<file path="src/rtl/systolic_ctrl.sv">
// ---------------------------------------------------------------------------
// systolic_ctrl
// Sequencer for a ROWS x COLS output-stationary systolic array. An accepted
// start issues K operand reads, launches a skewed enable/clear wavefront into
// column 0 of every row and strobes the capture of each anti-diagonal in the
// single cycle its results are valid.
//
// Ports
//   clk          rising-edge clock
//   rst_n        synchronous active-low reset
//   i_start      start request (sampled in IDLE only)
//   i_k_len      reduction length K, latched with an accepted start
//   i_abort      synchronous abort of the running tile
//   o_busy       tile in progress (cycle 1 through the done cycle)
//   o_rd_en      operand read request to the A/B skew buffers
//   o_rd_k       reduction index of the current read
//   o_row_en     per-row enable into column 0
//   o_row_clear  per-row accumulator clear into column 0
//   o_cap_valid  result capture strobe
//   o_cap_diag   anti-diagonal index being captured
//   o_done       one-cycle tile-complete pulse
// ---------------------------------------------------------------------------
module systolic_ctrl #(
    parameter int ROWS     = 4,
    parameter int COLS     = 4,
    parameter int K_WIDTH  = 8,
    parameter int MULT_LAT = 1,
    parameter int DIAG_W   = $clog2(ROWS + COLS - 1)
) (
    input  logic                clk,
    input  logic                rst_n,
    input  logic                i_start,
    input  logic [K_WIDTH-1:0]  i_k_len,
    input  logic                i_abort,
    output logic                o_busy,
    output logic                o_rd_en,
    output logic [K_WIDTH-1:0]  o_rd_k,
    output logic [ROWS-1:0]     o_row_en,
    output logic [ROWS-1:0]     o_row_clear,
    output logic                o_cap_valid,
    output logic [DIAG_W-1:0]   o_cap_diag,
    output logic                o_done
);

    // Cycle counter is wide enough that K = 2^K_WIDTH-1 plus the drain tail never wraps.
    localparam int CW = K_WIDTH + $clog2(ROWS + COLS + MULT_LAT) + 1;
    localparam logic [CW-1:0] TAIL_LEN  = CW'(MULT_LAT + ROWS + COLS);
    localparam logic [CW-1:0] CAP_OFS   = CW'(MULT_LAT + 2);
    localparam logic [CW-1:0] E0_END_OF = CW'(MULT_LAT + 1);

    typedef enum logic [1:0] {
        S_IDLE  = 2'd0,
        S_FEED  = 2'd1,
        S_DRAIN = 2'd2
    } state_t;

    state_t             r_state;
    state_t             w_state_nxt;
    logic [CW-1:0]      r_cnt;
    logic [CW-1:0]      w_cnt_nxt;
    logic [K_WIDTH-1:0] r_k;
    logic [K_WIDTH-1:0] w_k_nxt;
    logic               w_active;

    logic [CW-1:0]      w_r_k_ext;
    logic [CW-1:0]      w_r_done_cyc;
    logic [CW-1:0]      w_k_ext;
    logic [CW-1:0]      w_done_cyc;
    logic [CW-1:0]      w_cap_first;

    logic               w_rd_en_nxt;
    logic [K_WIDTH-1:0] w_rd_k_nxt;
    logic [ROWS-1:0]    w_row_en_nxt;
    logic [ROWS-1:0]    w_row_clear_nxt;
    logic               w_cap_nxt;
    logic [DIAG_W-1:0]  w_diag_nxt;
    logic               w_done_nxt;

    assign w_r_k_ext    = {{(CW-K_WIDTH){1'b0}}, r_k};
    assign w_r_done_cyc = w_r_k_ext + TAIL_LEN;
    assign w_k_ext      = {{(CW-K_WIDTH){1'b0}}, w_k_nxt};
    assign w_done_cyc   = w_k_ext + TAIL_LEN;
    assign w_cap_first  = w_k_ext + CAP_OFS;

    // Next-state logic: w_cnt_nxt is the tile cycle number shown after the coming edge.
    always_comb begin
        w_state_nxt = r_state;
        w_cnt_nxt   = r_cnt;
        w_k_nxt     = r_k;
        w_active    = 1'b0;
        case (r_state)
            S_IDLE: begin
                if (i_start && (i_k_len != {K_WIDTH{1'b0}})) begin
                    w_state_nxt = S_FEED;
                    w_cnt_nxt   = CW'(1);
                    w_k_nxt     = i_k_len;
                    w_active    = 1'b1;
                end else begin
                    w_cnt_nxt   = {CW{1'b0}};
                end
            end
            S_FEED: begin
                if (i_abort) begin
                    w_state_nxt = S_IDLE;
                    w_cnt_nxt   = {CW{1'b0}};
                end else begin
                    w_cnt_nxt   = r_cnt + CW'(1);
                    w_active    = 1'b1;
                    if (r_cnt == w_r_k_ext) begin
                        w_state_nxt = S_DRAIN;
                    end else begin
                        w_state_nxt = S_FEED;
                    end
                end
            end
            S_DRAIN: begin
                // The done cycle is still busy; IDLE begins on the edge after it.
                if (i_abort || (r_cnt == w_r_done_cyc)) begin
                    w_state_nxt = S_IDLE;
                    w_cnt_nxt   = {CW{1'b0}};
                end else begin
                    w_cnt_nxt   = r_cnt + CW'(1);
                    w_active    = 1'b1;
                end
            end
            default: begin
                w_state_nxt = S_IDLE;
                w_cnt_nxt   = {CW{1'b0}};
            end
        endcase
    end

    // Output decode for the coming cycle; row enables/clears shift one row per cycle.
    always_comb begin
        w_rd_en_nxt     = 1'b0;
        w_rd_k_nxt      = {K_WIDTH{1'b0}};
        w_row_en_nxt    = {ROWS{1'b0}};
        w_row_clear_nxt = {ROWS{1'b0}};
        w_cap_nxt       = 1'b0;
        w_diag_nxt      = {DIAG_W{1'b0}};
        w_done_nxt      = 1'b0;
        if (w_active) begin
            w_rd_en_nxt = (w_cnt_nxt >= CW'(1)) && (w_cnt_nxt <= w_k_ext);
            if (w_rd_en_nxt) begin
                w_rd_k_nxt = K_WIDTH'(w_cnt_nxt - CW'(1));
            end else begin
                w_rd_k_nxt = o_rd_k;
            end
            // e0: read enable delayed by the buffer latency, stretched by MULT_LAT.
            w_row_en_nxt[0]    = (w_cnt_nxt >= CW'(2)) && (w_cnt_nxt <= (w_k_ext + E0_END_OF));
            w_row_clear_nxt[0] = (w_cnt_nxt == CW'(2));
            for (int r = 1; r < ROWS; r++) begin
                w_row_en_nxt[r]    = o_row_en[r-1];
                w_row_clear_nxt[r] = o_row_clear[r-1];
            end
            w_cap_nxt = (w_cnt_nxt >= w_cap_first) && (w_cnt_nxt <= w_done_cyc);
            if (w_cap_nxt) begin
                w_diag_nxt = DIAG_W'(w_cnt_nxt - w_cap_first);
            end else begin
                w_diag_nxt = {DIAG_W{1'b0}};
            end
            w_done_nxt = (w_cnt_nxt == w_done_cyc);
        end else begin
            w_rd_en_nxt = 1'b0;
        end
    end

    // State, counter and registered outputs.
    always_ff @(posedge clk) begin
        if (!rst_n) begin
            r_state     <= S_IDLE;
            r_cnt       <= {CW{1'b0}};
            r_k         <= {K_WIDTH{1'b0}};
            o_busy      <= 1'b0;
            o_rd_en     <= 1'b0;
            o_rd_k      <= {K_WIDTH{1'b0}};
            o_row_en    <= {ROWS{1'b0}};
            o_row_clear <= {ROWS{1'b0}};
            o_cap_valid <= 1'b0;
            o_cap_diag  <= {DIAG_W{1'b0}};
            o_done      <= 1'b0;
        end else begin
            r_state     <= w_state_nxt;
            r_cnt       <= w_cnt_nxt;
            r_k         <= w_k_nxt;
            o_busy      <= w_active;
            o_rd_en     <= w_rd_en_nxt;
            o_rd_k      <= w_rd_k_nxt;
            o_row_en    <= w_row_en_nxt;
            o_row_clear <= w_row_clear_nxt;
            o_cap_valid <= w_cap_nxt;
            o_cap_diag  <= w_diag_nxt;
            o_done      <= w_done_nxt;
        end
    end

endmodule

</file>
<file path="config.mk">
export PLATFORM = sky130hd
export DESIGN_NAME = systolic_ctrl
export DESIGN_NICKNAME = d
export VERILOG_FILES = /design/src/rtl/systolic_ctrl.sv
export SDC_FILE = /design/constraint.sdc
export NUM_CORES = 1
export LEC_CHECK = 0
export ABC_CLOCK_PERIOD_IN_PS = 6450
export CORE_MARGIN = 3
export CORE_UTILIZATION = 59
export DETAILED_ROUTE_END_ITERATION = 16
export PLACE_DENSITY = 0.93
export SLEW_MARGIN = 20
export SYNTH_ARGS = -nofsm -noshare
export SYNTH_HDL_FRONTEND = slang
export SYNTH_SLANG_ARGS = --single-unit
export TNS_END_PERCENT = 5
</file>
<file path="constraint.sdc">
create_clock -name clk -period 6.45 [get_ports clk]
set_input_delay 1.935 -clock clk [delete_from_list [all_inputs] [get_ports clk]]
set_output_delay 1.935 -clock clk [all_outputs]
set_load 0.02 [all_outputs]
</file>
==> results by group <==
Drt
  • DRC viols: 0
  • Met3 WL: 813 um
  • DR vias/cell: 6.53
  • DR top layer: met4
  • DR iter-0 viols: 428
  • Antenna Nets Post-Route: 0
  • Drt total wl: 10,100 um
  • Vias: 3,583
  • Detailed Routing Iterations Pass 1: 8
  • Post-Route M1 WL: 4100 um
  • Wire length per cell: 18.4 um
  • Met2 Routed Length: 4640 um

Place
  • Routability cong.: 0.996
  • Placed inst area: 4180 sq um
  • I/O Buffers: 34
  • Post-DP HPWL: 7680 um

Timing
  • RSZ-0062 raised after global routing: false
  • Pins Over Slew Limit: 0
  • Total negative slack: 0 ps
  • Min cycle time layout: 5990 ps
  • Final Hold Viols: 0
  • Max Clk Rate: 0.167 GHz
  • Final worst path period share: 92.9%
  • Final setup vio count: 0
  • Clock Skews: 7.00 ps
  • Slew @ Worst Pin: 818 ps
  • Max-slew headroom: 43.9%

Synth
  • #FFs+latches synth: 46
  • Syn Nets: 492
  • Synth area leader: dfxtp_1
  • Post-synth cell types: 70
  • Async set or reset register ratio after synthesis: 0%
  • Yosys Warn Count: 0
  • Top-area cell type share of the netlist area: 24.4%
  • Synth Flop Type: dfxtp_1
  • EDFF count, synth: 0
  • Top cells by count, synth: 46 x dfxtp_1, 35 x ha_1, 32 x nor2_1, 26 x xnor2_1, 24 x nand2_1
  • Synthesized instance count: 444
  • Mapped cell area: 3780 sq um
  • Syn_area_per_cell: 8.51 sq um
  • Synth top area cells: dfxtp_1 24%, ha_1 12%, xnor2_1 6.0%
  • Register area share after synthesis: 24.4%
  • Top-count cell post-synth: dfxtp_1

Min path
  • Type of the most critical hold path: reg2reg
  • Hold endpoint: o_rd_k[7]
  • Worst Hold Path Cells: 2
  • Hold Path Origin: o_rd_k[7]

CTS
  • Num CTS Buffers: 5
  • Cts hold-fix bufs: 0
  • CTS tree: yes
  • H-tree levels: 2
  • Worst-Skew Late Latency: 310 ps
  • Clock Tree Buf Depth: 2
  • Root buffer cell: clkbuf_8
  • Post-CTS Resized: 0
  • Post-CTS setup buffers: 0
  • Sink Count: 46
  • Clock slew at reported path FFs: 100 ps

Layout
  • Synth-to-layout area growth: 13.1%
  • Fin area: 4270 sq um
  • Util after Layout: 70.5%
  • Layout cells sized above 1: 8.02%
  • Net count, final: 521
  • Ant. Diodes: 0

Worst setup path
  • CP required: 6650 ps
  • RR Endpoint: o_rd_k[0]
  • Worst-case reg-to-reg path depth: 18
  • CP max stage delay: 580 ps
  • Worst EP arrival: 6190 ps
  • Critical path class: in2reg
  • Slowest CP cell: or4_4
  • CP Launch Type: input port
  • Crit-path max FO: 21
  • Worst R2R Start: r_k[1]
  • Critical Path Sink Type: flip-flop
  • CP cell instances: clkdlybuf4s50_1, or4_4, o21a_4, mux2i_1, inv_1, ha_1, a21boi_0, xnor2_1, ha_1, nand2_1, o21ai_0, a2bb2oi_1, o21ai_0, a21oi_1, nor3_1
  • Reg2Reg Setup Slack: 1630 ps

GRT
  • Largest net degree at the start of global routing: 22
  • Vias in the first global route: 3,542
  • GRT Residual Overflow: 0
  • Initial antenna violation count: 0
  • Gr usage total: 27.8%
  • First-pass GRT wire length: 16,600 um

Pwr
  • Total Power: 0.733 mW
  • Power Density: 171 nW/um^2
  • Leakage power total: 1.64 nW
  • VDD IR max: 0.000136 V

Floorplan
  • Starting density of the core: 62.3%
  • Die H: 86.0 um
  • Core ar.: 6060 sq um
  • Rows: 28
  • Die W: 86.0 um
  • Die area: 7400 sq um
  • Io pins: 35

Job
  • Max-cap viol count: 0

Outcome
  • Status: finished clean
[state kept, by name, summed over array words and instances (netlist names)]
name         count
r_state          2
o_rd_k           8
o_cap_valid      1
o_row_clear      4
o_cap_diag       3
o_row_en         4
r_k              8
o_done           1
o_rd_en          1
o_busy           1
r_cnt           13
[critical path: cells and delay by family]
kind	cells	cell delay, ps
adders and majority gates	2	560
muxes	1	490
and+or+nand+nor	3	740
buffers and inverters	2	660
AOI/OAI and AO/OA	6	1680
xor gates and xnor gates	1	130
[cells in the final DEF, fill, tap and decap left out, types with 12 or more instances in the layout]
cell type / n
a21oi_1: 23
a31oi_1: 14
and2_1: 22
clkdlybuf4s50_1: 34
dfxtp_1: 46
ha_1: 35
inv_1: 14
nand2_1: 24
nand3_1: 15
nand4_1: 17
nor2_1: 32
o21ai_0: 12
xnor2_1: 26
xor2_1: 23
[per-layer routing]
metal | up-vias | global-route usage [%]
li1 | 1672 | -
met1 | 1651 | 34.8
met2 | 204 | 45.6
met3 | 56 | 3.55
met4 | 0 | 16.0
met5 | - | 0
[report_power, final]
part	switching, mW	internal [mW]	total (mW)
clock network	0.111	0.0784	0.190
logic	0.132	0.100	0.232
registers	0.0151	0.296	0.311
[logic make-up after synthesis]
family          Yosys count  synth area share, %
mux                      14                 4.24
compound gates           96                 18.5
simple gates            165                 24.4
buf+inv                  36                 4.24
xor+xnor                 50                 11.8
flops                    46                 24.4
fa+ha+maj                37                 12.4
[how the worst max path moves through the flow]
stage	from	end	slack (ps)	cells past startpoint
after global routing	i_k_len[4]	o_cap_diag[2]	160	15
after floorplan	i_start	o_row_en[0]	880	17
after global placement	i_k_len[4]	o_row_en[0]	330	13
final	i_k_len[4]	o_cap_diag[2]	460	15
after detailed placement	i_k_len[4]	o_row_en[0]	200	13
after CTS	i_k_len[4]	o_row_en[0]	520	13
[layout make-up]
type	count	area, sq um
flip-flops and latches	46	921
clock inverters	3	25.0
fillers	458	1790
clock buffers	5	68.8
inverters	14	52.6
repair buffers	44	415
well taps	75	93.8
multi-input cells	362	2700
[through the flow]
step / std cells / hold WS [ps] / worst slack, ps
5_1_grt: 549 / 500 / 165
3_5_place_dp: 541 / 454 / 205
6_report: 549 / 470 / 455
3_3_place_gp: 541 / 441 / 327
2_1_floorplan: 444 / 472 / 883
4_1_cts: 549 / 473 / 516
Power figures use the tool's default switching activity.
